`config.mk`:
```
export PLATFORM = sky130hd
export DESIGN_NAME = regfile_scoreboard
export DESIGN_NICKNAME = d
export VERILOG_FILES = /design/src/rtl/regfile_scoreboard.sv
export SDC_FILE = /design/constraint.sdc
export NUM_CORES = 1
export LEC_CHECK = 0
export CAP_MARGIN = 20
export CORE_AREA = 2 2 89 91
export DETAILED_ROUTE_END_ITERATION = 16
export DIE_AREA = 0 0 91 93
export PLACE_DENSITY = 0.84
export SYNTH_ARGS = -nofsm -noshare
export SYNTH_HDL_FRONTEND = slang
export SYNTH_SLANG_ARGS = --single-unit
```
`constraint.sdc`:
```
create_clock -name clk -period 4 [get_ports clk]
set_input_delay 0.8 -clock clk [delete_from_list [all_inputs] [get_ports clk]]
set_output_delay 0.8 -clock clk [all_outputs]
set_load 0.03 [all_outputs]
```
`src/rtl/regfile_scoreboard.sv`:
```
// Register-file hazard scoreboard: tracks in-flight destination writes and gates issue on RAW/WAW/capacity.
// Optional macro SCOREBOARD_WB_BYPASS_EN lets a same-cycle writeback clear hide the pending bit from the hazard check.
module regfile_scoreboard #(
   parameter int NUM_REGS     = 32,
   parameter int ADDR_W       = 5,
   parameter int MAX_INFLIGHT = 4,
   parameter int CNT_W        = 16,
   localparam int INF_W       = $clog2(MAX_INFLIGHT + 1)
) (
   input  logic                clk,
   input  logic                reset,
   input  logic                issue_valid,
   input  logic [ADDR_W-1:0]   issue_rs,
   input  logic [ADDR_W-1:0]   issue_rt,
   input  logic                issue_uses_rs,
   input  logic                issue_uses_rt,
   input  logic                issue_writes,
   input  logic [ADDR_W-1:0]   issue_dst,
   output logic                issue_ready,
   input  logic                wb_valid,
   input  logic [ADDR_W-1:0]   wb_dst,
   input  logic                flush,
   output logic [NUM_REGS-1:0] pending,
   output logic [INF_W-1:0]    inflight,
   output logic [CNT_W-1:0]    stall_count,
   output logic                err
);

   localparam logic [INF_W-1:0] MAX_CNT = INF_W'(MAX_INFLIGHT);
   localparam logic [NUM_REGS-1:0] ONE  = {{(NUM_REGS-1){1'b0}}, 1'b1};

   function automatic logic [CNT_W-1:0] sat_inc(input logic [CNT_W-1:0] v);
      sat_inc = (&v) ? v : v + CNT_W'(1);
   endfunction

   logic                wb_clr;
   logic                do_set;
   logic                full;
   logic                hazard;
   logic [NUM_REGS-1:0] clr_mask;
   logic [NUM_REGS-1:0] set_mask;
   logic [NUM_REGS-1:0] eff_pend;

   always_comb begin
      wb_clr   = wb_valid && (wb_dst != '0) && pending[wb_dst];
      clr_mask = wb_clr ? (ONE << wb_dst) : '0;
`ifdef SCOREBOARD_WB_BYPASS_EN
      // A register retiring this cycle is readable/rewritable, mirroring write-then-read regfile timing.
      eff_pend = pending & ~clr_mask;
      full     = (inflight == MAX_CNT) && !wb_clr;
`else
      eff_pend = pending;
      full     = (inflight == MAX_CNT);
`endif
      hazard = (issue_uses_rs && (issue_rs  != '0) && eff_pend[issue_rs])
             | (issue_uses_rt && (issue_rt  != '0) && eff_pend[issue_rt])
             | (issue_writes  && (issue_dst != '0) && eff_pend[issue_dst])
             | (issue_writes  && (issue_dst != '0) && full)
             | flush;
      issue_ready = reset && !hazard;
      do_set   = issue_valid && issue_ready && issue_writes && (issue_dst != '0);
      set_mask = do_set ? (ONE << issue_dst) : '0;
   end

   always_ff @(posedge clk or negedge reset) begin
      if (!reset) begin
         pending     <= '0;
         inflight    <= '0;
         stall_count <= '0;
         err         <= 1'b0;
      end else begin
         if (issue_valid && !issue_ready)
            stall_count <= sat_inc(stall_count);
         if (wb_valid && !wb_clr)
            err <= 1'b1;
         if (flush) begin
            pending  <= '0;
            inflight <= '0;
         end else begin
            // Set wins over clear so a bypassed same-register reissue keeps its bit.
            pending  <= (pending & ~clr_mask) | set_mask;
            inflight <= inflight + INF_W'(do_set) - INF_W'(wb_clr);
         end
      end
   end

endmodule

```
==> key figures <==
Critical path
  – Slowest CP cell: a2111oi_0
  – Critical Path Start Type: input pin
  – Worst setup path class: input pin to primary output
  – Crit path arrival time: 3.14 ns
  – Worst Setup End Kind: primary output
  – Critical path, cell by cell: clkdlybuf4s50_1 > buf_6 > mux4_2 > mux2i_1 > a2111oi_0 > a2111oi_4 > buf_4 > o21a_1 > buf_4
  – Worst Path Required: 3.20 ns
  – Crit-path most repeated cell: buf_4
  – CP Launch Point: issue_dst[0]
  – Worst-path maximum fanout: 7
  – Critical path's largest stage delay: 0.79 ns
  – Worst reg2reg startpoint: pending[7]

Synthesis
  – Sequential cell area fraction in the yosys report: 0.345
  – Gate Count Post-Synth: 367
  – Mapped Nets: 399
  – Ys Warns: 0
  – Synth Flop Type: dfrtp_1
  – Most frequent cell after synthesis: dfrtp_1
  – Ys async rst share: 1.00
  – Top-area cell type share of the netlist area: 0.345
  – Post-synth top cells: dfrtp_1 (52), mux4_2 (24), nand2_1 (22), nor2_1 (21), o21ai_0 (21)
  – Post-synth EDFFs: 0
  – Count of cell types in the netlist: 60
  – Post-synth top area cell: dfrtp_1
  – Mapped Area: between 3000 and 4000 um^2
  – Yosys reg bits: 52
  – Dominant cells by area after synthesis: dfrtp_1 (34%), mux4_2 (14%), xor2_1 (3.0%), o21ai_0 (2.8%), nand3_1 (2.4%)
  – Avg Cell Area, Syn: roughly 10 um^2

Timing
  – RSZ-0062 raised after global routing: false
  – F_max: ~250 MHz
  – Slew margin rel.: 0.419
  – Setup_tns: 0 ns
  – Fin crit period: 3.94 ns
  – Final Hold Fails: 0
  – Final period util: 0.984
  – Setup violators final: 0
  – Setup Skew: 0.0131 ns
  – Max Slew Vio Count: 0
  – Tightest Pin Transition: around 0.85 ns

Routing
  – Drt initial violations: 594
  – Post-route ant nets: 0
  – DR DRC count: 0
  – DR WL/cell: 20.8 um
  – Vias: 3686
  – Routed vias/inst: 6.47
  – Final wirelength: between 10000 and 15000 um
  – Drt first pass iters: 5

Placed design
  – Area after DPL: just under 5000 um^2
  – I/O Buffers: 80
  – DP HPWL: 8820 um
  – GP Congestion: 1.03

Clocking
  – Post-CTS Setup Repair Bufs: 0
  – # hold bufs at CTS: 0
  – CTS sink cnt: 52
  – Clock root cell: clkbuf_8
  – Later-pin clock latency in the skew report: between 0.3 and 0.4 ns
  – H-tree Lvls: 2
  – Num CTS Buffers: 5
  – CTS Buffer Depth: 2
  – CTS tree: yes
  – Clk slew on worst S/H paths: 0.09 ns

Power and ir drop
  – Maximum vdd drop: 371 uV
  – Sequential power share: 0.401
  – Sw Pwr: about 470 uW
  – Pwr/cell area: 305 nW/um^2
  – Clk pwr share: 0.323
  – Switching part of the total power: 0.304
  – Lkg Pwr: approximately 2.0 nW
  – Int Pwr: 1.07 mW
  – Logic pwr share: 0.277

Cells and area
  – Layout cell share with drive strength beyond 1: 0.205
  – Diode count: 0
  – Final instance area: 5030 um^2
  – Filler instances: 600
  – Nets: 499
  – Area delta synth->final: 33.3%

Floorplanning
  – Chip width: 91 um
  – # rows: 32
  – Die height: 93 um
  – Core Box Area: ~7500 um^2
  – Die ar.: around 8500 um^2
  – Ports: 81
  – Initial core utilization: 0.501

Global route
  – Largest net degree at the start of global routing: 53
  – Initial antenna violation count: 0
  – First-pass GRT wire length: 19400 um
  – Vias in the first global route: 3728
  – Overall routing resource usage: 0.288
  – GRT overflow: 0

Hold path
  – Min-Delay Path Class: flip-flop to flip-flop
  – Hold Startpoint: stall_count[11]

Outcome
  – Status: finished clean

Job
  – # Max-Cap Violations: 0
sequential cells by signal (all words and copies together) (netlist names):
| signal | flops |
|---|---|
| inflight | 3 |
| pending | 32 |
| err | 1 |
| stall_count | 16 |
cell families (layout without fill, tap and decap cells):
group,Yosys count,in the layout,share of synthesized area
flops,52,52,0.345
compound gates,76,76,0.142
buf+inv,42,143,0.0547
simple gates,132,132,0.191
mux,44,44,0.213
fa+ha+maj,4,4,0.0153
xor+xnor,17,17,0.0395
layout by cell type, fill, tap and decap left out, types with 7 or more instances in the layout:
cell,n
nand3_1,18
nor3_1,12
nand2_1,22
xor2_1,13
nand4_1,7
mux4_2,24
mux2_2,8
a32oi_1,7
clkdlybuf4s50_1,75
nor2_1,21
a21oi_1,14
o21ai_0,21
inv_1,16
nor2b_1,7
dfrtp_1,52
buf_4,38
mux2i_1,8
power by group through the flow:
stage | logic [mW] | registers [mW] | clock network (mW)
after floorplan | 0.158 | 0.690 | 0
after global placement | 0.405 | 0.622 | 0
after detailed placement | 0.416 | 0.623 | 0
after CTS | 0.420 | 0.614 | 0.501
after global routing | 0.456 | 0.623 | 0.516
final | 0.425 | 0.614 | 0.495
area by class of cell:
class	instances	area [um^2]	share of cell area
Multi-Input combinational cell	273	2290	0.456
Tap cell	102	128	0.0254
Sequential cell	52	1300	0.259
Inverter	17	63.8	0.0127
Clock inverter	3	90.1	0.0179
Clock buffer	5	68.8	0.0137
Timing Repair Buffer	118	1080	0.215
final timing paths:
check	end	cells past startpoint	slack, ns
worst min-delay path	stall_count[11]	1	0.50
min in group asynchronous	pending[31]	2	0.70
worst max register to register	inflight[1]	12	0.60
max in group asynchronous	stall_count[0]	2	2.86
worst max-delay path	issue_ready	9	0.06
worst min register to register	stall_count[11]	1	0.50
worst max-delay path, delay by kind of cell:
kind            cells  cell delay (ns)
mux                 2             0.38
compound gates      3             1.04
buf+inv             4             0.92
metrics by stage:
step | hold WS, ns | utilization | power, mW | worst slack, ns | std cells
global placement | 0.479 | 0.642 | 1.03 | -0.387 | 562
CTS | 0.503 | 0.665 | 1.54 | 0.0216 | 570
global route | 0.530 | 0.668 | 1.60 | 0.0137 | 570
finish | 0.502 | 0.668 | 1.53 | 0.0625 | 570
detailed placement | 0.483 | 0.642 | 1.04 | -0.472 | 562
floorplan | 0.504 | - | 0.848 | 0.0673 | 367
per-layer routing:
layer,global-route usage,wire (um)
met5,0,0
met2,0.470,5680
met4,0.0985,371
met1,0.398,4660
met3,0.0427,1140
timing repair:
item / in CTS / in global routing
setup endpoints to repair: 3 / 3
pin swaps: 1 / 2
gates resized for setup: 5 / 4
No activity file was read; power rests on OpenSTA's default activity.
==> variant (config.mk and constraints unchanged) <==
Set the parameter `MAX_INFLIGHT` to 8 (it was 4).
--- a/src/rtl/regfile_scoreboard.sv
+++ b/src/rtl/regfile_scoreboard.sv
@@ -5,3 +5,3 @@
    parameter int ADDR_W       = 5,
-   parameter int MAX_INFLIGHT = 4,
+   parameter int MAX_INFLIGHT = 8,
    parameter int CNT_W        = 16,
Interface: changed (resized inflight); port bits go from 81 to 82. No check against the original RTL was run, so the function may have changed too.
==> variant against the original RTL <==
  * Cell area grew 1.3%
  * Die area is the same
  * Register-to-register slack lost 0.05 ns
  * Sequential cell count grew 1
  * Area after synthesis grew 4.6%
  * Wire length grew 1.9%
  * Worst setup slack gained 0.019 ns
  * Total power shrank 12%
  * Largest cell class unchanged
  * Largest power group unchanged
  * Highest routed layer unchanged
==> variant: results (changes against the original RTL) <==
metric;value;unit;change
status;finished clean;;
r2r-start;pending[16];;
ir_drop;0.294;mV;-21%
syn_inst;381;;+3.8%
placed_cells;570;;+1.4%
synth_common_cells;dfrtp_1, nor2b_1, nand2_1;;
dr.pass1.iters;6;;+1
cp_slowest_cell;mux4_2;;
routed_wl;12100;µm;+1.9%
grt_max_degree;54;;+1.9%
grt_pass1_vias;3784;;+1.5%
max_slew_margin;54.8;%;+13 points
yosysSeqAreaShare;33.6;%;-0.88 points
numPortBuffers;81;;+1.3%
timing.hold.ws;0.475;ns;-0.0274 ns
p_leak;2.13;nW;+5.3%
critical_path.max_stage_delay;0.50;ns;-0.29 ns
power;0.00135;W;-12%
synth.area.top_cells;dfrtp_1, mux4_2, nor2b_1, mux4_1, mux2i_1;;
p_int;0.000915;W;-14%
wire_per_inst;20.9;µm;+0.50%
crit_fanout;3;;-4
hold_path_end;err;;
synth_cell_types;56;;-6.7%
layout.nets;510;;+2.2%
r2r_slack;0.55;ns;-0.05 ns
syn_nets;416;;+4.3%
num_vias;3740;;+1.5%
hpwl;8900;µm;+0.91%
drive_above_1_share;19.7;%;-0.76 points
cp.arrival;4.10;ns;+0.96 ns
grt_usage;29.6;%;+0.79 points
hp-start;err;;
r2r_end;inflight[2];;
place_area;4960;µm²;+2.5%
clock_skew;0.0123;ns;-0.000790 ns
[variant: cell count changes in the layout (fill, tap and decap cells not counted), moves of 5 or more]
cell	delta
nor2b_1	+23
o21ai_1	+16
a21oi_1	-13
inv_1	-8
a32oi_1	-7
nand2_1	+7
nor2_1	-7
o21ai_2	+7
o41ai_1	+7
buf_4	-6
nand2b_1	-6
and2b_2	+5
nor3_1	-5
[variant: routing by layer]
metal | track usage, % | share of wire (%)
met5 | 0 | 0
met1 | 39.6 | 37
met4 | 15.0 | 4.7
met3 | 4.92 | 11
met2 | 47.0 | 47
[variant: kinds of logic (layout without fill, tap and decap cells)]
kind of cell	Yosys count	in the layout	synth area share, %
flip-flops	53	53	33.6
AO/OA/AOI/OAI	75	75	12.4
adder cells (fa/ha/maj)	7	7	2.41
multiplexers	45	45	20.9
AND/OR/NAND/NOR	150	150	21.9
buffers and inverters	35	130	5.23
XOR/XNOR	16	16	3.55
[variant: final cells by class]
type,count,area (µm²)
inverter,9,33.8
tap,102,128
multi-input combinational,293,2430
clock buffer,6,72.6
sequential,53,1330
timing repair buffer,113,1060
clock inverter,2,38.8
fill,587,2430
[variant: timing repair]
item / 4_1_cts / 5_1_grt
gates cloned: 0 / 0
gates resized for setup: 1 / 9
setup endpoints to repair: 4 / 4
[variant: how the worst max path moves through the flow]
stage	start	to	slack (ns)	depth (start not counted)
floorplan	issue_dst[1]	inflight[2]	0.15	13
global placement	issue_rs[0]	inflight[2]	-0.37	13
detailed placement	issue_rs[0]	inflight[2]	-0.49	13
CTS	issue_rt[0]	issue_ready	0.003	8
global route	issue_rt[1]	inflight[2]	0.006	14
finish	issue_rt[1]	inflight[2]	0.08	13
